===== config.mk =====
export PLATFORM = sky130hd
export DESIGN_NAME = sample_capture_ctrl
export DESIGN_NICKNAME = d
export VERILOG_FILES = /design/src/rtl/sample_capture_ctrl.sv
export SDC_FILE = /design/constraint.sdc
export NUM_CORES = 1
export LEC_CHECK = 0
export CAP_MARGIN = 25
export CORE_UTILIZATION = 45
export DETAILED_ROUTE_END_ITERATION = 10
export GPL_ROUTABILITY_DRIVEN = 0
export PLACE_DENSITY = 0.82
export SLEW_MARGIN = 10
export SYNTH_ARGS = -nofsm -noshare
export SYNTH_HDL_FRONTEND = slang
export SYNTH_SLANG_ARGS = --single-unit

===== constraint.sdc =====
create_clock -name clk -period 2 [get_ports clk]
set_input_delay 0.4 -clock clk [delete_from_list [all_inputs] [get_ports clk]]
set_output_delay 0.4 -clock clk [all_outputs]
set_load 0.02 [all_outputs]

===== src/rtl/sample_capture_ctrl.sv =====
// sample_capture_ctrl: capture sequencer and round-robin read arbiter for the
// sample_storage buffer. Optional build macro: CAP_TIMEOUT_EN enables an
// in_valid gap timeout that returns ARM/CAPTURE to IDLE.
module sample_capture_ctrl #(
    parameter int unsigned DEPTH   = 64,
    parameter int unsigned ADDR_W  = 10,
    parameter int unsigned DATA_W  = 8,
    parameter int unsigned SKIP    = 0,
    parameter int unsigned TIMEOUT = 1024
) (
    input  logic              clk,
    input  logic              rst,
    input  logic              start,
    input  logic              abort,
    input  logic              in_valid,
    output logic              store_en,
    output logic [ADDR_W-1:0] wr_count,
    output logic              busy,
    output logic              done,
    output logic              timeout,
    input  logic              req_a,
    input  logic [ADDR_W-1:0] addr_a,
    output logic              gnt_a,
    input  logic              req_b,
    input  logic [ADDR_W-1:0] addr_b,
    output logic              gnt_b,
    output logic              stor_read,
    output logic [ADDR_W-1:0] stor_addr,
    input  logic [DATA_W-1:0] stor_data,
    output logic [DATA_W-1:0] rd_data,
    output logic              rd_valid_a,
    output logic              rd_valid_b
);

    typedef enum logic [1:0] {S_IDLE, S_ARM, S_CAPTURE, S_DONE} state_t;

    localparam state_t          ENTRY     = (SKIP == 0) ? S_CAPTURE : S_ARM;
    localparam logic [15:0]     SKIP_LAST = (SKIP == 0) ? 16'd0 : 16'(SKIP - 1);
    localparam logic [ADDR_W-1:0] LAST_WR = ADDR_W'(DEPTH - 1);
    localparam logic [ADDR_W:0] DEPTH_X   = (ADDR_W + 1)'(DEPTH);

    state_t      state, state_nxt;
    logic [15:0] skip_cnt;
    logic        cap_start;
    logic        timeout_hit;
    logic        last_b;
    logic        rd_oob;
    logic        grant_ok, elig_a, elig_b, pick_a, pick_b;

    assign busy      = (state == S_ARM) || (state == S_CAPTURE);
    assign done      = (state == S_DONE);
    assign cap_start = start && !abort && ((state == S_IDLE) || (state == S_DONE));

`ifdef CAP_TIMEOUT_EN
    localparam int unsigned GAP_W = $clog2(TIMEOUT + 1);
    logic [GAP_W-1:0] gap_cnt;

    assign timeout_hit = busy && !in_valid && (gap_cnt == GAP_W'(TIMEOUT - 1));

    // Gap counter: cycles without in_valid while armed or capturing
    always_ff @(posedge clk) begin
        if (rst || cap_start || in_valid || !busy) begin
            gap_cnt <= '0;
        end else begin
            gap_cnt <= gap_cnt + 1'b1;
        end
        if (rst) begin
            timeout <= 1'b0;
        end else begin
            timeout <= timeout_hit;
        end
    end
`else
    assign timeout_hit = 1'b0;
    assign timeout     = 1'b0;
`endif

    // Capture FSM state register
    always_ff @(posedge clk) begin
        if (rst) begin
            state <= S_IDLE;
        end else begin
            state <= state_nxt;
        end
    end

    // Next-state and write qualifier; abort and timeout override every transition
    always_comb begin
        state_nxt = state;
        store_en  = (state == S_CAPTURE) && in_valid && !abort;
        case (state)
            S_IDLE:    if (start) state_nxt = ENTRY;
            S_ARM:     if (in_valid && skip_cnt == SKIP_LAST) state_nxt = S_CAPTURE;
            S_CAPTURE: if (store_en && wr_count == LAST_WR) state_nxt = S_DONE;
            S_DONE:    if (start) state_nxt = ENTRY;
            default:   state_nxt = S_IDLE;
        endcase
        if (timeout_hit || abort) begin
            state_nxt = S_IDLE;
        end
    end

    // Write and skip counters; both restart when a capture begins
    always_ff @(posedge clk) begin
        if (rst || cap_start) begin
            wr_count <= '0;
            skip_cnt <= '0;
        end else begin
            if (store_en) begin
                wr_count <= wr_count + 1'b1;
            end
            if ((state == S_ARM) && in_valid && !abort) begin
                skip_cnt <= skip_cnt + 1'b1;
            end
        end
    end

    // A requester that was granted last cycle still shows req; that cycle is not a new request
    always_comb begin
        grant_ok = (state == S_DONE) && !abort && !start;
        elig_a   = req_a && !gnt_a;
        elig_b   = req_b && !gnt_b;
        pick_a   = grant_ok && elig_a && (!elig_b || last_b);
        pick_b   = grant_ok && elig_b && !pick_a;
    end

    // Registered grant, storage read strobe and one-cycle-later return valid
    always_ff @(posedge clk) begin
        if (rst) begin
            gnt_a      <= 1'b0;
            gnt_b      <= 1'b0;
            stor_read  <= 1'b0;
            stor_addr  <= '0;
            last_b     <= 1'b1;
            rd_valid_a <= 1'b0;
            rd_valid_b <= 1'b0;
            rd_oob     <= 1'b0;
        end else begin
            gnt_a      <= pick_a;
            gnt_b      <= pick_b;
            stor_read  <= 1'b0;
            rd_valid_a <= gnt_a;
            rd_valid_b <= gnt_b;
            rd_oob     <= (gnt_a || gnt_b) && !stor_read;
            if (pick_a) begin
                stor_addr <= addr_a;
                stor_read <= ({1'b0, addr_a} < DEPTH_X);
                last_b    <= 1'b0;
            end else if (pick_b) begin
                stor_addr <= addr_b;
                stor_read <= ({1'b0, addr_b} < DEPTH_X);
                last_b    <= 1'b1;
            end
        end
    end

    assign rd_data = ((rd_valid_a || rd_valid_b) && !rd_oob) ? stor_data : '0;

endmodule


==> results of run 1 <==
==> registers in the layout, summed over array words and instances, names as in the netlist <==
signal      flops
state           2
last_b          1
skip_cnt       16
stor_read       1
wr_count       10
rd_valid_b      1
rd_oob          1
rd_valid_a      1
gnt_b           1
gnt_a           1
stor_addr      10
==> cell usage after synthesis (all sizes together) <==
cell type	n	area, um^2
clkbuf	6	22.52
a222oi	10	100.1
nor4b	2	17.52
and4	1	8.760
nand3b	2	27.53
nand4b	1	8.760
nor4	5	31.28
nand2	10	37.54
and2	8	50.05
xnor2	8	70.07
nor3b	1	7.510
or3b	1	8.760
a211oi	1	7.510
inv	10	37.54
and3	5	31.28
o21bai	1	7.510
or3	8	51.30
nor2b	7	43.79
or4	2	15.01
o21ba	1	10.01
dfxtp	45	900.9
o211a	1	10.01
and4b	1	11.26
o41ai	1	8.760
and3b	1	10.01
xor2	9	78.83
o311ai	1	8.760
nand3	7	35.03
nand2b	1	6.260
a31o	1	8.760
o21ai	9	45.04
a21oi	10	50.05
nor2	35	131.4
nor3	2	10.01
a41oi	1	8.760
conb	1	3.750
ha	6	75.07
o311a	1	10.01
nand4	8	50.05
buf	5	33.78
==> worst max-delay path, delay by kind of cell <==
kind / cells / cell delay, ns
buffers and inverters: 3 / 0.89
AND/OR/NAND/NOR: 1 / 0.22
==> per-stage QoR <==
stage          instances  utilization [%]
2_1_floorplan        236                -
3_3_place_gp         365            66.50
3_5_place_dp         365            66.50
4_1_cts              373            68.96
5_1_grt              373            69.02
6_report             373            69.02
==> power groups by stage <==
stage	clock network (mW)	logic, mW	registers (mW)
finish	0.700	0.127	0.898
global route	0.760	0.137	0.899
CTS	0.720	0.128	0.898
detailed placement	0	0.129	0.919
global placement	0	0.127	0.919
floorplan	0	0.0406	0.920
==> layout make-up <==
| cell class | count | area [um^2] | area share, % |
|---|---|---|---|
| Sequential cell | 45 | 900.9 | 29.57 |
| Multi-Input combinational cell | 170 | 1101 | 36.14 |
| Inverter | 10 | 37.54 | 1.232 |
| Clock buffer | 7 | 86.33 | 2.834 |
| Tap cell | 52 | 65.06 | 2.136 |
| Timing Repair Buffer | 88 | 825.8 | 27.10 |
| Clock inverter | 1 | 30.03 | 0.9856 |
==> cells by family (layout without fill, tap and decap cells) <==
group / count (synthesis) / count (layout) / share of synthesized area (%)
AND/OR/NAND/NOR: 108 / 108 / 28.37
flip-flops: 45 / 45 / 43.09
AO/OA/AOI/OAI: 38 / 38 / 13.17
buffers and inverters: 21 / 106 / 4.488
XOR/XNOR: 17 / 17 / 7.122
adder cells (fa/ha/maj): 6 / 6 / 3.591
other: 1 / 1 / 0.1794
==> final timing paths <==
kind / start / endpoint
hold reg to reg: wr_count[1] / wr_count[1]
hold / removal: wr_count[1] / wr_count[1]
setup / recovery: abort / store_en
setup reg to reg: state[0] / wr_count[9]
==> metal layers <==
metal / up-vias / global-route usage [%] / wire (um)
met3: 17 / 5.051 / 187
met4: 0 / 13.56 / 198
met1: 942 / 24.19 / 2101
met5: - / 0 / 0
met2: 55 / 37.39 / 2580
li1: 1013 / - / -
==> timing repair <==
item                                    in CTS  in global routing
gates cloned                                 0                  0
endpoints found under the setup margin      10                  1
pin swaps                                    0                  0
gates resized for setup                     12                  1
==> impl_results.md, run 1 <==
* MaxCap Viol Count at 0
* Gr usage total at a little over a fifth
* Mapped Area at 2091 um^2
* WS Path Type: in2out
* Final Instance Area at 3047 um^2
* DR WL/cell at 13.59 um
* Largest net degree at the start of global routing at 27
* Clock Skews at 0.008272 ns
* Die width at 70.16 um
* Synth warnings at 0
* Initial core utilization at 47.36%
* Cts-stage hold buffer count at 0
* Placement Setup Slack at -0.1861 ns
* Ratio of cells with drive above 1 in the final layout at 10.59%
* Clock tree sinks at 45
* CTS max path bufs at 2
* Crit path max fanout at 6
* Final min period at 1.903 ns
* Outcome: completed
* Setup Viol. Count Final at 0
* Number of fill cells in the layout at 342
* P_sw at 0.3435 mW
* Worst Path Arrival at 1.50 ns
* Slew Viols, Final at 0
* Pre-Repair DR Iteration Count at 7
* CP endpoint kind: output pin
* DR vias at between 2000 and 2500
* PortBufs at 70
* Power share of the combinational group at under 10%
* Post-DP HPWL at approximately 3800 um
* Syn Area/Cell at 8.859 um^2
* Hold slack final at ~0.50 ns
* Initial antenna violation count at 0
* Global-route wire length before repair at about 8500 um
* Placeable Area at 4414 um^2
* Seq/Total Area, Yosys at 43.09%
* Setup TNS at 0 ns
* Nets at 361
* Most frequent cells in the layout: clkdlybuf4s50_1, dfxtp_1, nor2_1
* CTS tree: built
* Yosys reg bits at 45
* Height of the chip at 70.16 um
* Fmax at 525.5 MHz
* Syn_nets at 277
* Die area at 4922 um^2
* Routed wire length at 5068 um
* CTS Buf Count at 5
* Cell Chain, Critical Path: clkdlybuf4s50_1 > nand3b_4 > inv_1 > dlygate4sd2_1
* Synthesized instance count at about 240
* Antenna diodes at 0
* Int Pwr at 1.382 mW
* Peak VDD IR at 0.4708 mV
* # DRC at 0
* Worst Reg2Reg Path Length in Cells at 6
* Cell Pwr Density at 566.4 nW/um^2
* Clk Tree Root Cell: clkbuf_8
* Post-synth cell types at 45
* Post-route setup slack at 0.09715 ns
* Post-DP Area at 2935 um^2
* Htree depth at 2
* Setup repair bufs after CTS at 0
* FF-to-FF setup slack at 0.17 ns
* Power, Total at 1.726 mW
* Switch share at roughly 20%
* Reg clk slew, reported paths at 0.08 ns
* Overflow after GRT at 0
* IO Pins at 72
* Hold Vio Cnt, Final at 0
* Crit path largest cell delay at around 0.48 ns
* Detailed-route vias per instance at ~5.4
* Clock latency on the worst-skew pair at 0.30 ns
* Most common cell after layout, fill and taps aside: clkdlybuf4s50_1
* Row count at 24
* Routed Antenna Nets at 0
* RSZ-0062 raised after global routing: false
* Static leakage power at between 1 and 1.5 nW
* Critical Path Source Type: input port
* Flop pwr share at 52.0%
* Layout area overhead at 45.72%
* Hold Path Depth at 2
* CP required at 1.60 ns
* Ratio of final minimum period to clock period at 95.14%
* Min-delay worst type: reg2reg
* Vias in the first global route at 1978
* Slowest CP cell: clkdlybuf4s50_1
* DR iter-0 viols at 128
* Worst-Margin Slew at ~0.53 ns
* Rel. slew slack at between 60 and 70%
* Clock share of power at 40.6%
No activity file was read; power rests on OpenSTA's default activity.
==> inputs of run 2 (changes only) <==
--- a/config.mk
+++ b/config.mk
@@ -5,7 +5,7 @@
 export SDC_FILE = /design/constraint.sdc
 export NUM_CORES = 1
 export LEC_CHECK = 0
-export CAP_MARGIN = 25
+export ABC_CLOCK_PERIOD_IN_PS = 2000
 export CORE_UTILIZATION = 45
 export DETAILED_ROUTE_END_ITERATION = 10
 export GPL_ROUTABILITY_DRIVEN = 0
==> results of run 2 <==
No change in the layout: final DEF, timing and power equal those of run 1.
==> inputs of run 3 (changes only) <==
--- a/config.mk
+++ b/config.mk
@@ -5,8 +5,9 @@
 export SDC_FILE = /design/constraint.sdc
 export NUM_CORES = 1
 export LEC_CHECK = 0
+export ABC_AREA = 1
 export ABC_CLOCK_PERIOD_IN_PS = 2000
-export CORE_UTILIZATION = 45
+export CORE_UTILIZATION = 47
 export DETAILED_ROUTE_END_ITERATION = 10
 export GPL_ROUTABILITY_DRIVEN = 0
 export PLACE_DENSITY = 0.82
==> run 3 against run 2 <==
Combinational power rose by 42%. Total power rose by 4.1%. Hold slack got worse by 0.084 ns. Clock power rose by 2%. Worst setup slack got worse by 0.0079 ns. Clock skew rose by 0.0019 ns. Synthesized cell count rose by 39%. Cell area rose by 9.0%. Critical endpoint is now busy. Highest routed layer unchanged.
==> impl_results.md, run 3 <==
* Outcome: completed
* Row count at 25
* CTS tree: built
* Synth warnings at 0
* Final min period at approximately 1.9 ns
* Placeable Area at roughly 4800 um^2
* # DRC at 0
* Biggest regs: skip_cnt x16, stor_addr x10, wr_count x10
* Global route hottest layer: met2
* Min-delay worst type: reg2reg
* CTS Buf Count at 5
* Synthesized instance count at 328
* Critical Path Source Type: flop
* Synth Area in Adders at under 10%
* Post-DP HPWL at 4458 um
* DR vias at about 2300
* Pre-Repair DR Iteration Count at 5
* Vias in the first global route at ~2100
* Area contributors post-synth: dfxtp_1, nand2_1, nor2_1
* Detailed-route vias per instance at 4.916
* Setup repair bufs after CTS at 0
* Largest family of logic cells by synthesized area: simple AND/OR/NAND/NOR gates
* PortBufs at 70
* Die area at 5328 um^2
* Initial core utilization at a little under 50%
* Max reg flops at 16
* Area leader, netlist: dfxtp_1
* Setup TNS at 0 ns
* Most frequent cells in the layout: nand2_1, clkdlybuf4s50_1, nor2_1
* Crit path max fanout at 3
* Seq/Total Area, Yosys at approximately two fifths
* Antenna diodes at 0
* Synth top area share at 38.03%
* MaxCap Viol Count at 0
* Ratio of cells with drive above 1 in the final layout at 10.73%
* Most common flop cell mapped by yosys: dfxtp_1
* Overflow after GRT at 0
* Die width at approximately 73 um
* Hold slack final at 0.4209 ns
* WS Path Type: reg2out
* RSZ-0062 raised after global routing: true
* Syn Area/Cell at 7.221 um^2
* Post-synth top cells: nand2_1, nor2_1, dfxtp_1, inv_1, nand3_1
* Post-synth cell types at 36
* CP required at 1.60 ns
* Hold Vio Cnt, Final at 0
* Static leakage power at 1.412 nW
* Cell Pwr Density at 540.8 nW/um^2
* Peak VDD IR at 0.4244 mV
* Yosys reg bits at 45
* IO Pins at 72
* Most common cell after layout, fill and taps aside: nand2_1
* Gr usage total at 22.15%
* Fmax at approximately 520 MHz
* Clock latency on the worst-skew pair at 0.30 ns
* Post-layout util at a little over two thirds
* DR iter-0 viols at approximately 150
* Power, Total at around 1.8 mW
* Async set-reset flop share out of synthesis at 0%
* Post-Place Cells at 469
* Largest net degree at the start of global routing at 21
* Clock Skews at 0.01017 ns
* M2 GR Usage at 37.55%
* Layout area overhead at 40.25%
* Fin cells at 477
* Syn_nets at 369
* DR WL/cell at 11.85 um
* Routed wire length at between 5000 and 6000 um
* Htree depth at 2
* Worst Path Arrival at 1.51 ns
* Reg clk slew, reported paths at 0.08 ns
* Routed Antenna Nets at 0
* Nets at 450
* CTS max path bufs at 2
* CP endpoint kind: output pin
* Synth Area in Compound Gates at 10.30%
* Mapped Area at 2369 um^2
* Most common cell in the netlist: nand2_1
* Setup Viol. Count Final at 0
* Initial antenna violation count at 0
* Clk Tree Root Cell: clkbuf_8
* Post-Synth Simple-Gate Area at 38.35%
* Number of flops mapped to enable cells by yosys at 0
* Slew Viols, Final at 0
* Clock tree sinks at 45
* M3 GR Usage at between 5 and 6%
* Height of the chip at 72.99 um
* Top reg by flops: skip_cnt
* GR Layer Usage met1 at between 20% and 30%
* Ratio of final minimum period to clock period at roughly 96%
* Global-route wire length before repair at ~9100 um
* Multiplexer area fraction after synthesis at 0%
* Post-Synth XOR/XNOR Area at 0.3698%
-- run 3: cell types whose count changed in the layout (fill, tap and decap cells not counted), moves of 9 or more --
| cell | previous run | this run |
|---|---|---|
| buf_4 | 18 | 9 |
| nand2_1 | 10 | 64 |
| a222oi_1 | 10 | 0 |
| inv_1 | 10 | 44 |
| nand3_1 | 7 | 30 |
| nor2_1 | 34 | 49 |
-- run 3: worst paths after layout --
check | to | slack [ns] | start | cells past startpoint
max | busy | 0.09 | state[0] | 4
min | rd_oob | 0.42 | stor_read | 1
max reg2reg | skip_cnt[8] | 0.15 | state[0] | 7
min reg2reg | rd_oob | 0.42 | stor_read | 1
-- run 3: logic make-up after synthesis --
logic type               after synthesis
XOR/XNOR                               1
other                                  1
flip-flops                            45
buffers and inverters                 55
adder cells (fa/ha/maj)                6
AND/OR/NAND/NOR                      178
AO/OA/AOI/OAI                         42
-- run 3: where the power goes --
part,internal [mW],switching [mW]
registers,0.899,0.00356
clock network,0.407,0.306
logic,0.0958,0.0842
total,1.40,0.394
-- run 3: through the flow --
step / setup WS (ns) / area (um^2)
5_1_grt: -0.01303 / 3322
6_report: 0.08925 / 3322
4_1_cts: 0.003344 / 3301
3_3_place_gp: -0.1087 / 3188
3_5_place_dp: -0.1094 / 3188
2_1_floorplan: 0.3720 / 2369
-- run 3: layout make-up --
| type | count | area, um^2 |
|---|---|---|
| Fill cell | 392 | 1464 |
| Multi-Input combinational cell | 228 | 1247 |
| Sequential cell | 45 | 900.9 |
| Timing Repair Buffer | 79 | 774.5 |
| Inverter | 50 | 198.9 |
| Clock buffer | 7 | 86.33 |
| Tap cell | 67 | 83.83 |
| Clock inverter | 1 | 30.03 |
-- run 3: what timing repair did --
item / 4_1_cts / 5_1_grt
hold buffers: 0 / 0
resized for setup: 7 / 9
endpoints found under the setup margin: 10 / 8
-- run 3: per-layer routing --
metal  vias to the layer above  wire (um)
met5                         -          0
met4                         0         53
met3                         5        388
met2                        68       2746
met1                      1052       2464
li1                       1220          -
-- run 3: worst max-delay path, cell delays in order (launching register included) --
cell and delay, ns:
dfxtp_1 0.37, inv_1 0.07, ha_1 0.31, inv_1 0.12, clkdlybuf4s15_1 0.34
